==> config.mk <==
export PLATFORM = sky130hd
export DESIGN_NAME = pipelined_adder_sub
export DESIGN_NICKNAME = d
export VERILOG_FILES = /design/src/rtl/pipelined_adder_sub.sv
export SDC_FILE = /design/constraint.sdc
export NUM_CORES = 1
export LEC_CHECK = 0
export BUFFER_PORTS_ARGS = -buffer_cell sky130_fd_sc_hd__buf_2
export CAP_MARGIN = 40
export CORE_MARGIN = 2
export CORE_UTILIZATION = 50
export CTS_CLUSTER_DIAMETER = 80
export CTS_CLUSTER_SIZE = 8
export DETAILED_ROUTE_END_ITERATION = 7
export HOLD_SLACK_MARGIN = 0.12
export PLACE_DENSITY_LB_ADDON = 0.12
export SLEW_MARGIN = 30
export SYNTH_ARGS = -nofsm -noshare
export SYNTH_HDL_FRONTEND = slang
export SYNTH_SLANG_ARGS = --single-unit
==> constraint.sdc <==
create_clock -name clk -period 2.53 [get_ports clk]
set_clock_uncertainty 0.1 [all_clocks]
set_input_delay 0.3795 -clock clk [delete_from_list [all_inputs] [get_ports clk]]
set_output_delay 0.3795 -clock clk [all_outputs]
set_load 0.03 [all_outputs]
==> src/rtl/pipelined_adder_sub.sv <==
// Pipelined ripple-carry adder/subtractor: the carry chain is cut into STAGES registered slices,
// with a global-stall valid/ready handshake on both sides.
module pipelined_adder_sub #(
  parameter int unsigned WIDTH  = 16,
  parameter int unsigned STAGES = 4
) (
  input  logic             clk,
  input  logic             rst_n,
  input  logic             in_valid,
  output logic             in_ready,
  input  logic [WIDTH-1:0] a,
  input  logic [WIDTH-1:0] b,
  input  logic             cin,
  input  logic             sub,
  output logic             out_valid,
  input  logic             out_ready,
  output logic [WIDTH-1:0] sum,
  output logic             cout,
  output logic             ovf
);

  localparam int unsigned SLICE = WIDTH / STAGES;
  localparam int unsigned SW    = SLICE + 1;
  localparam int unsigned LAST  = STAGES - 1;

  logic             advance;
  logic [WIDTH-1:0] b_eff;

  // Per-stage state: valid, carry into this stage's slice, and the flag-side bits
  logic [STAGES-1:0] v_q;
  logic [STAGES-1:0] c_q;
  logic [STAGES-1:0] sub_q;
  logic [STAGES-1:0] amsb_q;
  logic [STAGES-1:0] bmsb_q;

  // ops_q rotates right one slice per stage: its low slice is the next A slice to add,
  // finished sum slices enter from the top, so after all stages it holds the full sum.
  logic [WIDTH-1:0] ops_q [STAGES];
  // Effective B shifted right one slice per stage; its low slice is always current
  logic [WIDTH-1:0] bop_q [STAGES];

  logic [SLICE:0]   sl   [STAGES];
  logic [WIDTH-1:0] nops [STAGES];

  assign advance  = !out_valid || out_ready;
  assign in_ready = advance;
  assign b_eff    = sub ? ~b : b;

  // Slice adders, one per stage
  always_comb begin
    for (int k = 0; k < STAGES; k++) begin
      sl[k]   = {1'b0, ops_q[k][SLICE-1:0]} + {1'b0, bop_q[k][SLICE-1:0]} + SW'(c_q[k]);
      nops[k] = (ops_q[k] >> SLICE) | (WIDTH'(sl[k][SLICE-1:0]) << (WIDTH - SLICE));
    end
  end

  always_ff @(posedge clk or negedge rst_n) begin
    if (!rst_n) begin
      v_q       <= '0;
      c_q       <= '0;
      sub_q     <= '0;
      amsb_q    <= '0;
      bmsb_q    <= '0;
      for (int k = 0; k < STAGES; k++) begin
        ops_q[k] <= '0;
        bop_q[k] <= '0;
      end
      out_valid <= 1'b0;
      sum       <= '0;
      cout      <= 1'b0;
      ovf       <= 1'b0;
    end else if (advance) begin
      // Subtract is a + ~b + ~cin, so the effective carry-in is cin ^ sub
      v_q[0]    <= in_valid;
      ops_q[0]  <= a;
      bop_q[0]  <= b_eff;
      c_q[0]    <= cin ^ sub;
      sub_q[0]  <= sub;
      amsb_q[0] <= a[WIDTH-1];
      bmsb_q[0] <= b_eff[WIDTH-1];
      for (int k = 1; k < STAGES; k++) begin
        v_q[k]    <= v_q[k-1];
        ops_q[k]  <= nops[k-1];
        bop_q[k]  <= bop_q[k-1] >> SLICE;
        c_q[k]    <= sl[k-1][SLICE];
        sub_q[k]  <= sub_q[k-1];
        amsb_q[k] <= amsb_q[k-1];
        bmsb_q[k] <= bmsb_q[k-1];
      end
      out_valid <= v_q[LAST];
      sum       <= nops[LAST];
      cout      <= sl[LAST][SLICE] ^ sub_q[LAST];
      ovf       <= (amsb_q[LAST] == bmsb_q[LAST]) && (nops[LAST][WIDTH-1] != amsb_q[LAST]);
    end
  end

endmodule

==> results of run 1 <==
-- stage by stage --
stage	setup WS [ps]	utilization	cell area (sq um)
after floorplan	718.1	-	5767
after global placement	657.2	0.5440	6158
after detailed placement	636.6	0.5440	6158
after CTS	379.3	0.6215	7036
after global routing	312.9	0.6215	7036
final	415.6	0.6215	7036
-- kinds of logic after synthesis --
| logic type | share of synthesized area |
|---|---|
| xor gates and xnor gates | 0.03189 |
| muxes | 0.006943 |
| adders and majority gates | 0.05381 |
| and+or+nand+nor | 0.2339 |
| AOI/OAI and AO/OA | 0.04860 |
| DFF | 0.5858 |
| buffers and inverters | 0.03905 |
-- sequential cells by signal, summed over array words and instances, names as in the netlist --
signal,count
bop_q,36
amsb_q,3
c_q,4
sum,16
cout,1
v_q,4
out_valid,1
bmsb_q,4
ops_q,61
ovf,1
sub_q,4
-- final cells by class --
type | count | share of cell area
timing repair buffer | 85 | 0.07949
tap | 143 | 0.02543
clock inverter | 15 | 0.03859
clock buffer | 17 | 0.06047
sequential | 135 | 0.4802
multi-input combinational | 440 | 0.3075
inverter | 15 | 0.008359
-- cells in the mapped netlist, types with 4 or more instances --
| cell type | count | share of area |
|---|---|---|
| fa_1 | 8 | 0.028 |
| nor2_1 | 10 | 0.0065 |
| buf_2 | 27 | 0.023 |
| a21oi_1 | 13 | 0.011 |
| dfrtp_1 | 135 | 0.59 |
| nand3_1 | 5 | 0.0043 |
| inv_1 | 15 | 0.0098 |
| or4_1 | 4 | 0.0052 |
| ha_1 | 12 | 0.026 |
| nand2_1 | 318 | 0.21 |
| xnor2_1 | 19 | 0.029 |
| o2111ai_1 | 4 | 0.0061 |
| o21ai_0 | 25 | 0.022 |
| mux2i_1 | 4 | 0.0069 |
| nor2b_1 | 6 | 0.0065 |
-- worst paths after layout --
kind | slack (ps) | start | to | cells past startpoint
setup reg to reg | 630 | c_q[0] | c_q[1] | 5
hold reg to reg | 360 | sum[12] | sum[12] | 2
min in group asynchronous | 370 | rst_n | sum[6] | 2
max in group asynchronous | 1240 | rst_n | bop_q[59] | 3
hold / removal | 140 | b[2] | bop_q[50] | 3
setup / recovery | 420 | out_valid | in_ready | 3
-- worst max-delay path: cells and delay by family (launching register included) --
kind | cells | cell delay [ps]
buf+inv | 2 | 660
simple gates | 1 | 150
flops | 1 | 390
-- power by group through the flow --
stage,clock (uW),sequential [uW],combinational [uW]
2_1_floorplan,0,3870,1980
3_3_place_gp,0,3700,2840
3_5_place_dp,0,3730,2920
4_1_cts,2930,3700,2970
5_1_grt,3040,3830,3390
6_report,2890,3690,2920
-- routing by layer --
metal | wire, um | vias up | track usage
li1 | - | 2093 | -
met1 | 5011 | 1929 | 0.2370
met2 | 5043 | 53 | 0.3098
met3 | 355 | 15 | 0.06151
met4 | 157 | 0 | 0.06914
met5 | 0 | - | 0
-- timing repair --
item / in CTS / in global routing
resized for setup: 0 / 0
setup buffers: 0 / 0
hold endpoints to repair: 64 / 0
hold buffers: 18 / 0
==> impl_metrics.tcl, run 1 <==
set metrics [dict create \
    status "finished clean" \
    cp_slowest_cell "dfrtp_1" \
    synth-main-ff-cell "dfrtp_1" \
    vias 4090 \
    clk-insertion-delay-late_ps 420 \
    synth_cell_types 27 \
    fin_crit_ps 2114 \
    die-area_sq_mm 0.01241 \
    cts_tree "built" \
    portBuffers 57 \
    globalplace.congestion 0.7567 \
    multi_input_area_sq_mm 0.002163 \
    design.core.area_sq_mm 0.01132 \
    grt_overflow 0 \
    grt_pass1_wl_mm 18.65 \
    die_h_um 111.4 \
    worst_ep_arrival_time_ps 1630 \
    antenna_left 0 \
    whs_ps 141.8 \
    clock_sinks 135 \
    nets 752 \
    initialDrtViolationCount 252 \
    comb_power_share 0.307 \
    ys_warn_count 0 \
    synth-seq-area-share 0.5858 \
    critPathMaxStageDelay_ps 390 \
    synthArstFlopShare 1.000 \
    die_w_um 111.4 \
    mostFrequentLayoutCells "nand2_1, dfrtp_1, buf_2" \
    start_util 0.5094 \
    p_int_uw 6188 \
    hp-class "input port to flip-flop" \
    antenna_found_initial 0 \
    fin_crit_sh 0.8357 \
    finalMaxSlewViolations 0 \
    powerDensity_mw_per_mm2 1350 \
    instances_no_fill 850 \
    place.detailed.hpwl_mm 6.826 \
    p_leak_uw 0.003634 \
    clkPwrFrac 0.304 \
    cp_max_fo 46 \
    antenna_cells 0 \
    track_usage 0.1890 \
    end_kind "output port" \
    wire_per_inst_um 12.43 \
    drc 0 \
    finalHoldViolCount 0 \
    ios 58 \
    clk_pin_slew_worst_paths_ps 60 \
    syn2layout_area_growth_pct 22.00 \
    cp_cell_sequence "nor2b_4 > inv_4 > buf_2" \
    worstSetupPathType "flip-flop to output port" \
    wl_mm 10.57 \
    p_total_uw 9495 \
    required_ps 2050 \
    syn_nets 680 \
    clk_path_buf_depth 2 \
    syn_area_sq_mm 0.005767 \
    rsz0062_at_grt "false" \
    syn_inst 622 \
    fill_cells 969 \
    synth.ff_latch_count 135 \
    max_freq_ghz 0.4729 \
    viasPerCell 4.812 \
    p_sw_frac 0.3483 \
    setup_viol 0 \
    placementRows 39 \
    h-tree-depth 4 \
    tns_ps 0 \
    final_common_cell "nand2_1" \
    drtPass1Iterations 4 \
    p_switching_uw 3307 \
    grt_pass1_vias 4037 \
    synth-edff-count 0 \
    vdd_ir_drop_max_v 0.0008375 \
    slew_headroom 0.6094 \
    tightestPinTransition_ps 585.9 \
    avgSynthCellArea_sq_um 9.271 \
    place_inst 800 \
    cts-buffers-inserted 17 \
    cts_root_buffer "clkbuf_16" \
    max-cap-violations 0 \
    grt_max_degree 147 \
    seqPwrFrac 0.388 \
    drive_gt1_frac 0.1429 \
    setup.worst_path.start_class "flip-flop" \
    ff_latch_area_sq_mm 0.003378 \
]
Power figures use the tool's default switching activity.
==> run 2: changes to the inputs <==
clock period = 2.2 ns   (was 2.53 ns; I/O delays follow)
==> impl_metrics.tcl, run 2 (synthesized netlist as in run 1, its figures left out) <==
set metrics [dict create \
    status "finished clean" \
    mostFrequentLayoutCells "nand2_1, dfrtp_1, buf_2" \
    grt_max_degree 127 \
    whs_endpoint "bop_q[57]" \
    worst_ep_arrival_time_ps 1620 \
    vdd_ir_drop_max_v 0.0007896 \
    place_inst 799 \
    drc 0 \
    powerDensity_mw_per_mm2 1480 \
    nets 766 \
    final_cell_area_sq_mm 0.007138 \
    cts-buffers-inserted 17 \
    clk_path_buf_depth 2 \
    drive_gt1_frac 0.1373 \
    r2r_end "cout" \
    slew_headroom 0.6272 \
    placed_area_sq_mm 0.006201 \
    rr_worst_depth 5 \
    clk_pin_slew_worst_paths_ps 60 \
    hp-class "input port to flip-flop" \
    largest_register_ff_count 61 \
    antenna_left 0 \
    wire_per_inst_um 12.80 \
    syn2layout_area_growth_pct 23.78 \
    whs_ps 136.0 \
    placementRows 39 \
    antenna_cells 0 \
    cp_max_fo 42 \
    instances_no_fill 864 \
    place.detailed.hpwl_mm 6.816 \
    antenna_found_initial 0 \
    clk-insertion-delay-late_ps 410 \
    die_w_um 111.4 \
    p_leak_uw 0.003678 \
    p_total_uw 10560 \
    setup.worst_path.start_class "flip-flop" \
    die_h_um 111.4 \
    max_freq_ghz 0.4873 \
    rsz0062_at_grt "false" \
    finalHoldViolCount 0 \
    h-tree-depth 4 \
    grt_overflow 0 \
    tns_ps 0 \
    start_util 0.5094 \
    hp-start "b[9]" \
    worstSetupPathType "flip-flop to output port" \
    setup_viol 0 \
    finalMaxSlewViolations 0 \
    r2r_setup_slack_ps 300 \
    end_kind "output port" \
    post_cts_buffers 0 \
    die-area_sq_mm 0.01241 \
    cts_tree "built" \
    initialDrtViolationCount 285 \
    reg.largest.list "ops_q x61, bop_q x36, sum x16" \
    vias 4161 \
    viasPerCell 4.816 \
    final_common_cell "nand2_1" \
    cp-startpoint "out_valid" \
    track_usage 0.1962 \
    ios 58 \
    fin_crit_sh 0.9327 \
    portBuffers 57 \
    regMostFlops "ops_q" \
    clock_sinks 135 \
    fin_crit_ps 2052 \
    grt_pass1_wl_mm 19.49 \
    hold_depth 3 \
    design.core.area_sq_mm 0.01132 \
    drtPass1Iterations 4 \
    globalplace.congestion 0.7731 \
    tightestPinTransition_ps 559.2 \
    cts_root_buffer "clkbuf_16" \
    fill_cells 965 \
    r2r-start "c_q[3]" \
    cts_resized 0 \
    grt_pass1_vias 4216 \
    wl_mm 11.06 \
    max-cap-violations 0 \
    required_ps 1770 \
]
run 2: changes by cell type in the layout (fill, tap and decap cells not counted), sizes merged:
cell         delta
bufinv          -4
dlygate4sd3    +15
clkinvlp        -1
clkbuf          +3
buf             -1
clkinv          +4
inv             -2
run 2: worst max-delay path, cell delays in order (launching register included):
cell and delay, ps:
dfrtp_1 390, nor2b_4 150, inv_4 350, buf_2 290
run 2: worst max-delay path by stage:
stage	depth (start not counted)	endpoint
floorplan	5	c_q[1]
global placement	5	cout
detailed placement	5	cout
CTS	3	in_ready
global route	3	in_ready
finish	3	in_ready
run 2: cell type report:
class,instances,area (sq um),share of cell area
clock buffer,20,456.7,0.06398
clock inverter,12,150.1,0.02103
inverter,15,58.81,0.008238
multi-input combinational,440,2163,0.3031
sequential,135,3378,0.4733
tap,143,178.9,0.02507
timing repair buffer,99,752.0,0.1053
run 2: metrics by stage:
stage / utilization / setup slack (ps)
4_1_cts: 0.6305 / 135.6
3_5_place_dp: 0.5477 / 299.1
6_report: 0.6305 / 148.1
5_1_grt: 0.6305 / 89.19
2_1_floorplan: - / 388.1
3_3_place_gp: 0.5477 / 333.5
run 2: layer usage:
layer | part of all wire | up-vias | GRT usage | wire (um)
li1 | - | 2119 | - | -
met1 | 0.47 | 1953 | 0.2600 | 5232
met2 | 0.48 | 71 | 0.3171 | 5271
met3 | 0.032 | 18 | 0.04954 | 358
met4 | 0.017 | 0 | 0.07243 | 192
met5 | 0 | - | 0 | 0
run 2: what timing repair did:
action | CTS | global route
setup endpoints to repair | 0 | 0
hold buffers | 33 | 0
endpoints found under the hold margin | 86 | 0
run 2: power breakdown:
part | internal (uW) | switching [uW] | leakage, uW
clock | 1840 | 1040 | 0.000292
combinational | 1340 | 2120 | 0.00175
sequential | 3590 | 643 | 0.00164
total | 6770 | 3790 | 0.00368
